<file path="src/rtl/mac_ctrl_pkg.sv">
// ----------------------------------------------------------------------------
// mac_ctrl_pkg : shared types and constants for the MAC array controller
// Revision 1.0
// ----------------------------------------------------------------------------
`default_nettype none

package mac_ctrl_pkg;

  localparam int KERNEL_W = 5;
  localparam int OP_W     = 2;

  localparam logic [KERNEL_W-1:0] KERNEL_MAX = KERNEL_W'(5);

  typedef enum logic [1:0] {
    IDLE   = 2'd0,
    LOAD_W = 2'd1,
    STREAM = 2'd2,
    DRAIN  = 2'd3
  } state_e;

  function automatic logic kernel_legal(input logic [KERNEL_W-1:0] k);
    return (k != '0) && (k <= KERNEL_MAX);
  endfunction

endpackage

`default_nettype wire

</file>
<file path="src/rtl/mac_array_ctrl_if.sv">
// ----------------------------------------------------------------------------
// mac_array_ctrl_if : command, preload and MAC-array signals of the controller
// Revision 1.0
// ----------------------------------------------------------------------------
`default_nettype none

interface mac_array_ctrl_if
  import mac_ctrl_pkg::*;
#(
  parameter int MAC_NUM = 256,
  parameter int COL_W   = 16
);

  localparam int CNT_W = $clog2(MAC_NUM) + 1;

  logic                cmd_valid;
  logic                cmd_ready;
  logic [KERNEL_W-1:0] cmd_kernel_size;
  logic [OP_W-1:0]     cmd_operation;
  logic [CNT_W-1:0]    cmd_mac_count;
  logic [COL_W-1:0]    cmd_num_cols;
  logic                w_ready;
  logic                if_valid;
  logic                if_ready;
  logic [MAC_NUM-1:0]  mac_enable;
  logic [OP_W-1:0]     mac_operation;
  logic [KERNEL_W-1:0] mac_kernel_size;
  logic                mac_load_weight;
  logic                mac_load_ifmaps;
  logic                mac_ifmaps_input_valid;
  logic                psum_valid;
  logic                busy;
  logic                done;
  logic                err;

  // Controller side
  modport master (
    input  cmd_valid, cmd_kernel_size, cmd_operation, cmd_mac_count, cmd_num_cols,
    input  w_ready, if_valid,
    output cmd_ready, if_ready, mac_enable, mac_operation, mac_kernel_size,
    output mac_load_weight, mac_load_ifmaps, mac_ifmaps_input_valid,
    output psum_valid, busy, done, err
  );

  // Scheduler / array side
  modport slave (
    output cmd_valid, cmd_kernel_size, cmd_operation, cmd_mac_count, cmd_num_cols,
    output w_ready, if_valid,
    input  cmd_ready, if_ready, mac_enable, mac_operation, mac_kernel_size,
    input  mac_load_weight, mac_load_ifmaps, mac_ifmaps_input_valid,
    input  psum_valid, busy, done, err
  );

endinterface

`default_nettype wire

</file>
<file path="src/rtl/thermo_mask.sv">
// ----------------------------------------------------------------------------
// thermo_mask : mac_count to MAC_NUM-bit thermometer enable mask
// Revision 1.0
// ----------------------------------------------------------------------------
`default_nettype none

module thermo_mask #(
  parameter int MAC_NUM = 256,
  parameter int CNT_W   = $clog2(MAC_NUM) + 1
) (
  input  logic [CNT_W-1:0]   mac_count,
  output logic [MAC_NUM-1:0] mask
);

  for (genvar i = 0; i < MAC_NUM; i++) begin : g_bit
    assign mask[i] = (mac_count > CNT_W'(i));
  end

endmodule

`default_nettype wire

</file>
<file path="src/rtl/mac_array_ctrl.sv">
// ----------------------------------------------------------------------------
// mac_array_ctrl : tile sequencer driving weight load, ifmap stream and psums
// Revision 1.0
// ----------------------------------------------------------------------------
`default_nettype none

module mac_array_ctrl
  import mac_ctrl_pkg::*;
#(
  parameter int MAC_NUM  = 256,
  parameter int PIPE_LAT = 2,
  parameter int COL_W    = 16
) (
  input  logic             clk,
  input  logic             rst,
  mac_array_ctrl_if.master ctrl_bus
);

  localparam int               CNT_W     = $clog2(MAC_NUM) + 1;
  localparam logic [CNT_W-1:0] C_MAC_MAX = CNT_W'(MAC_NUM);

  state_e              state_q, state_d;
  logic [COL_W-1:0]    col_cnt_q, col_cnt_d;
  logic [COL_W-1:0]    num_cols_q, num_cols_d;
  logic [KERNEL_W-1:0] kernel_q, kernel_d;
  logic [OP_W-1:0]     op_q, op_d;
  logic [MAC_NUM-1:0]  mask_q, mask_d;
  logic [PIPE_LAT-1:0] tag_q, tag_d;
  logic                err_q, err_d;
  logic                done_q, done_d;

  logic [MAC_NUM-1:0]  mask_w;
  logic                cmd_fire_w;
  logic                cmd_legal_w;
  logic                if_ready_w;
  logic                col_fire_w;
  logic                col_push_w;
  logic [COL_W-1:0]    col_next_w;

  thermo_mask #(
    .MAC_NUM (MAC_NUM),
    .CNT_W   (CNT_W)
  ) u_thermo_mask (
    .mac_count (ctrl_bus.cmd_mac_count),
    .mask      (mask_w)
  );

  assign cmd_fire_w  = ctrl_bus.cmd_valid && (state_q == IDLE);
  assign cmd_legal_w = kernel_legal(ctrl_bus.cmd_kernel_size)
                    && (ctrl_bus.cmd_mac_count != '0)
                    && (ctrl_bus.cmd_mac_count <= C_MAC_MAX)
                    && (ctrl_bus.cmd_num_cols >= COL_W'(ctrl_bus.cmd_kernel_size));

  assign if_ready_w  = (state_q == STREAM) && (col_cnt_q < num_cols_q);
  assign col_fire_w  = ctrl_bus.if_valid && if_ready_w;
  assign col_next_w  = col_cnt_q + COL_W'(1);
  // A column closes a window once at least kernel_size columns have arrived
  assign col_push_w  = col_fire_w && (col_next_w >= COL_W'(kernel_q));

  always_comb begin
    state_d    = state_q;
    col_cnt_d  = col_cnt_q;
    num_cols_d = num_cols_q;
    kernel_d   = kernel_q;
    op_d       = op_q;
    mask_d     = mask_q;
    err_d      = 1'b0;
    done_d     = 1'b0;
    tag_d      = tag_q << 1;
    tag_d[0]   = col_push_w;

    case (state_q)
      IDLE: begin
        if (cmd_fire_w) begin
          if (cmd_legal_w) begin
            kernel_d   = ctrl_bus.cmd_kernel_size;
            op_d       = ctrl_bus.cmd_operation;
            num_cols_d = ctrl_bus.cmd_num_cols;
            mask_d     = mask_w;
            col_cnt_d  = '0;
            state_d    = LOAD_W;
          end else begin
            err_d = 1'b1;
          end
        end
      end
      LOAD_W: begin
        if (ctrl_bus.w_ready) state_d = STREAM;
      end
      STREAM: begin
        if (col_fire_w) begin
          col_cnt_d = col_next_w;
          if (col_next_w == num_cols_q) state_d = DRAIN;
        end
      end
      DRAIN: begin
        // Leave as the final tag exits so done coincides with the return to IDLE
        if (tag_d == '0) begin
          state_d = IDLE;
          done_d  = 1'b1;
        end
      end
      default: state_d = IDLE;
    endcase
  end

  always_ff @(posedge clk or posedge rst) begin
    if (rst) begin
      state_q    <= IDLE;
      col_cnt_q  <= '0;
      num_cols_q <= '0;
      kernel_q   <= '0;
      op_q       <= '0;
      mask_q     <= '0;
      tag_q      <= '0;
      err_q      <= 1'b0;
      done_q     <= 1'b0;
    end else begin
      state_q    <= state_d;
      col_cnt_q  <= col_cnt_d;
      num_cols_q <= num_cols_d;
      kernel_q   <= kernel_d;
      op_q       <= op_d;
      mask_q     <= mask_d;
      tag_q      <= tag_d;
      err_q      <= err_d;
      done_q     <= done_d;
    end
  end

  assign ctrl_bus.cmd_ready              = (state_q == IDLE);
  assign ctrl_bus.busy                   = (state_q != IDLE);
  assign ctrl_bus.if_ready               = if_ready_w;
  assign ctrl_bus.mac_enable             = (state_q == IDLE) ? '0 : mask_q;
  assign ctrl_bus.mac_operation          = op_q;
  assign ctrl_bus.mac_kernel_size        = kernel_q;
  assign ctrl_bus.mac_load_weight        = (state_q == LOAD_W) && ctrl_bus.w_ready;
  assign ctrl_bus.mac_load_ifmaps        = (state_q == STREAM);
  assign ctrl_bus.mac_ifmaps_input_valid = col_fire_w;
  assign ctrl_bus.psum_valid             = tag_q[PIPE_LAT-1];
  assign ctrl_bus.done                   = done_q;
  assign ctrl_bus.err                    = err_q;

endmodule

`default_nettype wire

</file>
<file path="src/flat_wrapper.sv">
// flat-port wrapper written by rule: the top's interface ports become plain ports
module mac_array_ctrl_flat import mac_ctrl_pkg::*;
#(
  parameter int MAC_NUM  = 256,
  parameter int PIPE_LAT = 2,
  parameter int COL_W    = 16
)
  (clk, rst, ctrl_bus_cmd_valid, ctrl_bus_cmd_kernel_size, ctrl_bus_cmd_operation, ctrl_bus_cmd_mac_count, ctrl_bus_cmd_num_cols, ctrl_bus_w_ready, ctrl_bus_if_valid, ctrl_bus_cmd_ready, ctrl_bus_if_ready, ctrl_bus_mac_enable, ctrl_bus_mac_operation, ctrl_bus_mac_kernel_size, ctrl_bus_mac_load_weight, ctrl_bus_mac_load_ifmaps, ctrl_bus_mac_ifmaps_input_valid, ctrl_bus_psum_valid, ctrl_bus_busy, ctrl_bus_done, ctrl_bus_err);
  mac_array_ctrl_if #(.MAC_NUM(MAC_NUM), .COL_W(COL_W)) ctrl_bus_i ();
  input  logic clk;
  input  logic rst;
  input wire logic [$bits(ctrl_bus_i.cmd_valid)-1:0] ctrl_bus_cmd_valid;
  input wire logic [$bits(ctrl_bus_i.cmd_kernel_size)-1:0] ctrl_bus_cmd_kernel_size;
  input wire logic [$bits(ctrl_bus_i.cmd_operation)-1:0] ctrl_bus_cmd_operation;
  input wire logic [$bits(ctrl_bus_i.cmd_mac_count)-1:0] ctrl_bus_cmd_mac_count;
  input wire logic [$bits(ctrl_bus_i.cmd_num_cols)-1:0] ctrl_bus_cmd_num_cols;
  input wire logic [$bits(ctrl_bus_i.w_ready)-1:0] ctrl_bus_w_ready;
  input wire logic [$bits(ctrl_bus_i.if_valid)-1:0] ctrl_bus_if_valid;
  output wire logic [$bits(ctrl_bus_i.cmd_ready)-1:0] ctrl_bus_cmd_ready;
  output wire logic [$bits(ctrl_bus_i.if_ready)-1:0] ctrl_bus_if_ready;
  output wire logic [$bits(ctrl_bus_i.mac_enable)-1:0] ctrl_bus_mac_enable;
  output wire logic [$bits(ctrl_bus_i.mac_operation)-1:0] ctrl_bus_mac_operation;
  output wire logic [$bits(ctrl_bus_i.mac_kernel_size)-1:0] ctrl_bus_mac_kernel_size;
  output wire logic [$bits(ctrl_bus_i.mac_load_weight)-1:0] ctrl_bus_mac_load_weight;
  output wire logic [$bits(ctrl_bus_i.mac_load_ifmaps)-1:0] ctrl_bus_mac_load_ifmaps;
  output wire logic [$bits(ctrl_bus_i.mac_ifmaps_input_valid)-1:0] ctrl_bus_mac_ifmaps_input_valid;
  output wire logic [$bits(ctrl_bus_i.psum_valid)-1:0] ctrl_bus_psum_valid;
  output wire logic [$bits(ctrl_bus_i.busy)-1:0] ctrl_bus_busy;
  output wire logic [$bits(ctrl_bus_i.done)-1:0] ctrl_bus_done;
  output wire logic [$bits(ctrl_bus_i.err)-1:0] ctrl_bus_err;
  assign ctrl_bus_i.cmd_valid = ctrl_bus_cmd_valid;
  assign ctrl_bus_i.cmd_kernel_size = ctrl_bus_cmd_kernel_size;
  assign ctrl_bus_i.cmd_operation = ctrl_bus_cmd_operation;
  assign ctrl_bus_i.cmd_mac_count = ctrl_bus_cmd_mac_count;
  assign ctrl_bus_i.cmd_num_cols = ctrl_bus_cmd_num_cols;
  assign ctrl_bus_i.w_ready = ctrl_bus_w_ready;
  assign ctrl_bus_i.if_valid = ctrl_bus_if_valid;
  assign ctrl_bus_cmd_ready = ctrl_bus_i.cmd_ready;
  assign ctrl_bus_if_ready = ctrl_bus_i.if_ready;
  assign ctrl_bus_mac_enable = ctrl_bus_i.mac_enable;
  assign ctrl_bus_mac_operation = ctrl_bus_i.mac_operation;
  assign ctrl_bus_mac_kernel_size = ctrl_bus_i.mac_kernel_size;
  assign ctrl_bus_mac_load_weight = ctrl_bus_i.mac_load_weight;
  assign ctrl_bus_mac_load_ifmaps = ctrl_bus_i.mac_load_ifmaps;
  assign ctrl_bus_mac_ifmaps_input_valid = ctrl_bus_i.mac_ifmaps_input_valid;
  assign ctrl_bus_psum_valid = ctrl_bus_i.psum_valid;
  assign ctrl_bus_busy = ctrl_bus_i.busy;
  assign ctrl_bus_done = ctrl_bus_i.done;
  assign ctrl_bus_err = ctrl_bus_i.err;
  mac_array_ctrl #(.MAC_NUM(MAC_NUM), .PIPE_LAT(PIPE_LAT), .COL_W(COL_W)) u_core (.clk(clk), .rst(rst), .ctrl_bus(ctrl_bus_i));
endmodule
</file>
<file path="config.mk">
export PLATFORM = sky130hd
export DESIGN_NAME = mac_array_ctrl_flat
export DESIGN_NICKNAME = d
export VERILOG_FILES = /design/src/rtl/mac_ctrl_pkg.sv /design/src/rtl/mac_array_ctrl_if.sv /design/src/rtl/thermo_mask.sv /design/src/rtl/mac_array_ctrl.sv /design/src/flat_wrapper.sv
export SDC_FILE = /design/constraint.sdc
export NUM_CORES = 1
export LEC_CHECK = 0
export BUFFER_PORTS_ARGS = -buffer_cell sky130_fd_sc_hd__buf_2
export CAP_MARGIN = 0
export CORE_MARGIN = 10
export CORE_UTILIZATION = 35
export DETAILED_ROUTE_END_ITERATION = 16
export PLACE_DENSITY = 0.58
export SLEW_MARGIN = 20
export SYNTH_ARGS = -nofsm -noshare
export SYNTH_HDL_FRONTEND = slang
export SYNTH_HIERARCHICAL = 1
export SYNTH_SLANG_ARGS = --single-unit
</file>
<file path="constraint.sdc">
create_clock -name clk -period 11.7 [get_ports clk]
set_clock_uncertainty 0.2 [all_clocks]
set_input_delay 1.755 -clock clk [delete_from_list [all_inputs] [get_ports clk]]
set_output_delay 1.755 -clock clk [all_outputs]
set_load 0.02 [all_outputs]
</file>
## Word level (Yosys, flattened, before mapping)

Cells that the tools add are included.

- Bits in registers: 301
- Input port bits: 37
- Output and inout port bits: 272
- Word-level logic and storage cells: 316

- Add/sub/neg operators: 1
- Order comparisons: 261
- Equal/unequal tests: 10
- Mux-type cells: 17
- Reduce and logical (&&, ||, !) cells: 18

Operators with widths:

| cell | count |
|---|---|
| 9-bit by 8-bit > comparator with 1-bit output (second input constant) | 128 |
| 9-bit by 7-bit > comparator with 1-bit output (second input constant) | 64 |
| 9-bit by 6-bit > comparator with 1-bit output (second input constant) | 32 |
| 256-bit 2-to-1 mux | 1 |
| 9-bit by 5-bit > comparator with 1-bit output (second input constant) | 16 |
| 9-bit by 4-bit > comparator with 1-bit output (second input constant) | 8 |
| 16-bit 2-to-1 mux | 3 |
| 9-bit by 3-bit > comparator with 1-bit output (second input constant) | 4 |
| 16-bit by 5-bit >= comparator with 1-bit output | 2 |
| 16-bit case mux with 2 select lines | 1 |
| 9-bit by 1-bit > comparator with 1-bit output (second input constant) | 2 |
| 9-bit by 2-bit > comparator with 1-bit output (second input constant) | 2 |
| 16-bit by 1-bit adder with 16-bit output (second input constant) | 1 |
| 16-bit == test | 1 |
| 16-bit less-than comparator | 1 |
| 2-bit 2-to-1 mux | 6 |
| 2-bit by 1-bit inequality test with 1-bit output (second input constant) | 5 |
| 9-bit less-or-equal comparator (second input constant) | 1 |
| 1-bit logical AND | 9 |
| 9-bit nonzero test | 1 |
| 2-bit case mux with 4 select lines | 1 |
| 6-bit AND reduction | 1 |
| 5-bit by 3-bit less-or-equal comparator with 1-bit output (second input constant) | 1 |
| 1-bit 2-to-1 mux | 5 |
| other kinds (8) | 11 |

## Logic depth before layout (Yosys ltp)

- Depth after elaboration: 8
- Mapped depth: 11
- Gate-level depth less buffers: 10

## Cells and area by module

The synthesis kept the hierarchy.

By module, submodules not included:

| module | instances | cells each | area an instance (µm²) | sequential area each (µm²) |
|---|---|---|---|---|
| mac_array_ctrl | 1 | 1196 | 14366.3 | 7532.2 |
| thermo_mask | 1 | 524 | 2935.3 | 0.0 |

## Worst setup path before layout

OpenSTA, ideal clock, no wires.

- Path type: input-to-reg
- From: in ctrl_bus_cmd_num_cols[0]
- To: reg u_core.mask_q[3]
- Library setup time: 125 ps
- Arrival time: 4010 ps
- Required time: 11375 ps
- Slack: 7365 ps
- Stages: 10
- Buffers on the path: 2
- Path through: inv_1 > ha_1 > nand2b_1 > a21o_1 > a211oi_1 > o2111a_1 > nor4_2 > clkbuf_1 > buf_1 > mux2_2

- Cells in the longest elaborated chain, start to end: 3

RTL lines:

| item | RTL line | text |
|---|---|---|
| start, declared | flat_wrapper.sv:16 | `input wire logic [$bits(ctrl_bus_i.cmd_num_cols)-1:0] ctrl_bus_cmd_num_cols;` |
| 16-bit by 5-bit >= comparator with 1-bit output | mac_array_ctrl.sv:52 | `&& (ctrl_bus.cmd_num_cols >= COL_W'(ctrl_bus.cmd_kernel_size));` |
| 1-bit logical AND | mac_array_ctrl.sv:52 |  |
| 3-bit AND reduction (no source line) | n/a |  |
| end signal, assigned | mac_array_ctrl.sv:124 | `mask_q <= mask_d;` |
| end, declared | mac_array_ctrl.sv:27 | `logic [MAC_NUM-1:0] mask_q, mask_d;` |

No other way between the ends.
A chain may end at the register's enable or synchronous reset.

## Final worst setup path

- From: in ctrl_bus_cmd_mac_count[4]
- To: reg u_core.mask_q[138]

- Cells in the longest elaborated chain, start to end: 5
- Elaborated cells between the ends (all ways): 7
- Classes of those cells: order compare: 2; reduce/logical: 5

RTL lines:

| item | RTL line | text |
|---|---|---|
| start, declared | flat_wrapper.sv:15 | `input wire logic [$bits(ctrl_bus_i.cmd_mac_count)-1:0] ctrl_bus_cmd_mac_count;` |
| parallel branches: the longest is 5 deep, another holds 9-bit less-or-equal comparator | n/a |  |

Parallel ways; which one is timed is not known.

==> results.txt <==
The flow ran to the end, and the final reports show no timing, DRC or antenna violations. The post-route worst hold slack is ~0.2 ns. The aggregate negative setup slack came out at 0 ns. The register cell area after layout is around 7500 sq um. The estimated wirelength of the detail-placed design came out at 46.7 mm. In the routed layout, each cell is associated on average with a via count of approximately 5.4.

For this run, the top clock speed supported by timing is ~190 MHz. The data arrival at the endpoint of the critical path is 5.49 ns. The total global-route track usage came out at between 20% and 30%. The final number of setup-violating endpoints is 0. The number of nets with antenna violations after detailed routing is 0. The count of yosys warnings during synthesis came out at 6.

The initial utilization of the core area, before any placement, comes to 35.3%. The path class of the tightest hold or removal check is flip-flop to flip-flop. The die boundary width came out at 242 um. The peak per-stage delay on the critical path came out at ~0.72 ns. The final max-slew violation count came out at 0. The latest clock arrival within the worst-skew pair is between 0.5 and 0.6 ns.

The number of port buffers is just over 300. The number of hold buffers added after cts is 0. The H-tree depth came out at 2.

The total nets after synthesis came out at roughly 1,800. The pin count of the biggest net entering global routing is roughly 180. The number of antenna violations at the first check in global routing came out at 6. On the critical path, the stage with the largest delay is an instance of sky130_fd_sc_hd__buf_6. The global-route congestion overflow total came out at 0.

At the worst endpoint, the required time is 11.94 ns. Setup repair after global routing left no endpoint under its margin. TritonCTS built the clock tree.

The share of synthesized flip-flops with an asynchronous set or reset came out at 100%. The master cell of the clock root buffer is sky130_fd_sc_hd__clkbuf_16. The total number of placement rows is 81. The initial detailed-routing violation count came out at around 1,200. The detail-routed net length per standard cell is ~24 um. STA classifies the critical path startpoint as an input port. The synthesis-to-layout area growth came out at 18.2%. The worst slack at placement came out at 5.64 ns. The predominant post-synthesis flop cell is sky130_fd_sc_hd__dfrtp_1. Excluding fillers, the count of instances in the completed layout stands at 2,643. After detailed placement, the design holds a cell count of 2,576. The worst path meets setup with between 6 and 7 ns of slack. The final hold violation count is 0.

The number of setup buffers added after CTS is 0. The fill cell total of the finished layout is ~4,900. Power spread over the standard cell area amounts to 267 nW/um^2. The first-pass GRT wire length came out at approximately 95 mm.

The largest driver fanout on the critical path is ~180. The DRC violation count after routing came out at 0. IR analysis of the VDD net gives a maximum drop of approximately 0.00014 V. The placeable core region is 49,000 sq um. The worst-margin pin slew is 1.26 ns. The routed layout has ~14,000 vias. The category of the most critical setup path is input port to flip-flop. In this run the mean area of a mapped cell was between 10 and 15 sq um. The total I/O pin count came out at between 300 and 400. The share of cells above drive strength 1 came out at 35.0%. The number of global-route vias before repair came to 14,400. The number of flip-flops and latches in the synthesized netlist is roughly 300. The top cell types in the final layout, fill and taps aside, are sky130_fd_sc_hd__buf_2, sky130_fd_sc_hd__dfrtp_1, sky130_fd_sc_hd__nor2b_1, sky130_fd_sc_hd__mux2_2, sky130_fd_sc_hd__o21ai_0. The number of enable-type register cells in the synthesized netlist came out at 0. The footprint of the multi-input gates came out at 8870 sq um. The post-route fraction of the period consumed by the critical path is between 40 and 50%.

The cell count after synthesis came out at 1,720. The number of maximum-capacitance constraint violations came out at 0. The time the final worst path needs with I/O delays and setup is about 5.3 ns.

The worst slew margin relative to its limit came out at between 10% and 20%. Summed over all layers, the routed wires come to ~64 mm. The number of buffers added by the clock tree synthesis step came out at 36. The count of cells resized by post-cts repair is 0.

The placer congestion estimate came out at about 0.9. The share of synthesized area occupied by flip-flops and latches came out at between 40% and 50%. The number of optimization iterations in the first detailed-route pass is 5. The cell area after synthesis came out at 17,300 sq um. The number of nets in the layout is roughly 2,000. The static power due to leakage came out at between 9 and 10 nW. The critical path goes through buf_2 > buf_4 > nor4_1 > nand2_1 > xor2_1 > nand4_1 > nor4_4 > buf_12 > buf_6 > mux2_2. The tree built by TritonCTS fans out to roughly 300 sinks. The worst-case clock buffer depth is 3.

The critical path endpoint category is a flip-flop. From bottom edge to top edge, the die measures about 240 um. The full die area is ~59,000 sq um. The count of cell types in the netlist came out at 79. The library cell used most frequently in the layout, excluding fill and tap cells, is sky130_fd_sc_hd__buf_2.

The CTS clock-pin slew for the worst setup and hold paths came out at ~0.06 ns.
[cell type report]
class                           instances  area share [%]
Tap cell                              664            4.06
Timing Repair Buffer                  330            8.42
Multi-Input combinational cell       1198            43.4
Sequential cell                       301            36.8
Inverter                               83            1.56
Clock buffer                           56            5.27
Clock inverter                          7           0.440
Antenna cell                            4          0.0489
[cells in the mapped netlist (6+ instances only)]
master	n	area, sq um
sky130_fd_sc_hd__nand4_1	12	75.1
sky130_fd_sc_hd__clkbuf_1	71	267
sky130_fd_sc_hd__a21oi_1	82	410
sky130_fd_sc_hd__nor2_1	61	229
sky130_fd_sc_hd__nor4_1	11	68.8
sky130_fd_sc_hd__o21ai_0	121	606
sky130_fd_sc_hd__nor3_1	21	105
sky130_fd_sc_hd__o211ai_1	6	45.0
sky130_fd_sc_hd__nand3_1	15	75.1
sky130_fd_sc_hd__xnor2_1	19	166
sky130_fd_sc_hd__or2_2	6	37.5
sky130_fd_sc_hd__dfrtp_1	301	7530
sky130_fd_sc_hd__inv_1	81	304
sky130_fd_sc_hd__a22oi_1	6	45.0
sky130_fd_sc_hd__a31oi_1	15	93.8
sky130_fd_sc_hd__a221oi_1	6	52.6
sky130_fd_sc_hd__buf_2	52	260
sky130_fd_sc_hd__buf_6	6	67.6
sky130_fd_sc_hd__or3_1	8	50.1
sky130_fd_sc_hd__xor2_1	9	78.8
sky130_fd_sc_hd__mux2_2	260	2930
sky130_fd_sc_hd__nor2b_1	263	1650
sky130_fd_sc_hd__o31ai_1	14	105
sky130_fd_sc_hd__ha_1	31	388
sky130_fd_sc_hd__and2_1	11	68.8
sky130_fd_sc_hd__a211oi_1	11	82.6
sky130_fd_sc_hd__nand2_1	85	319
sky130_fd_sc_hd__a21boi_0	13	97.6
sky130_fd_sc_hd__nand2b_1	9	56.3
sky130_fd_sc_hd__o21ai_1	7	35.0
[path summary, 6_finish.rpt]
kind	start	end	slack, ns	depth (start not counted)
setup / recovery	ctrl_bus_cmd_mac_count[4]	u_core/mask_q[138]	6.45	10
hold / removal	u_core/tag_q[0]	u_core/tag_q[1]	0.20	0
setup reg to reg	u_core/state_q[0]	u_core/mask_q[138]	7.52	7
hold reg to reg	u_core/tag_q[0]	u_core/tag_q[1]	0.20	0
max in group asynchronous	rst	u_core/mask_q[14]	8.09	4
min in group asynchronous	rst	u_core/ctrl_bus.mac_kernel_size[1]	1.11	2
[critical path, delay by kind of cell]
family        cells  cell delay (ns)
buf+inv           4             1.80
xor+xnor          1             0.31
mux               1             0.42
simple gates      4             1.03
[logic make-up after synthesis]
family / count (synthesis) / share of synthesized area (%)
AO/OA/AOI/OAI: 332 / 11.6
XOR/XNOR: 28 / 1.42
adder cells (fa/ha/maj): 31 / 2.24
buffers and inverters: 221 / 5.54
flip-flops: 301 / 43.5
multiplexers: 262 / 17.1
AND/OR/NAND/NOR: 545 / 18.6
[stage by stage]
stage	util, %	total power, mW	instance area (sq um)
floorplan	-	3.41	17300
global placement	39.4	4.34	19300
detailed placement	39.4	4.37	19300
CTS	41.8	5.53	20400
global route	41.8	5.78	20400
finish	41.8	5.45	20500
[metal layers]
metal	track usage (%)	vias to the layer above	wire [um]
li1	-	6419	-
met3	4.72	128	5030
met1	27.2	7091	27000
met2	33.2	603	29400
met5	0	-	13
met4	8.95	2	2620
[sequential cells by signal (all words and copies together), names as in the netlist]
register / count
u_core/num_cols_q: 16
u_core/state_q: 2
u_core/tag_q: 2
u_core/ctrl_bus.mac_operation: 2
u_core/col_cnt_q: 16
u_core/ctrl_bus.mac_kernel_size: 5
u_core/ctrl_bus.done: 1
u_core/mask_q: 256
u_core/ctrl_bus.err: 1
[where the power goes]
| part | leakage, nW | total [mW] | internal (mW) | switching [mW] |
|---|---|---|---|---|
| combinational | 5.04 | 2.50 | 0.974 | 1.52 |
| sequential | 3.78 | 1.83 | 1.51 | 0.323 |
| clock | 0.576 | 1.13 | 0.660 | 0.466 |
Power figures use the tool's default switching activity.
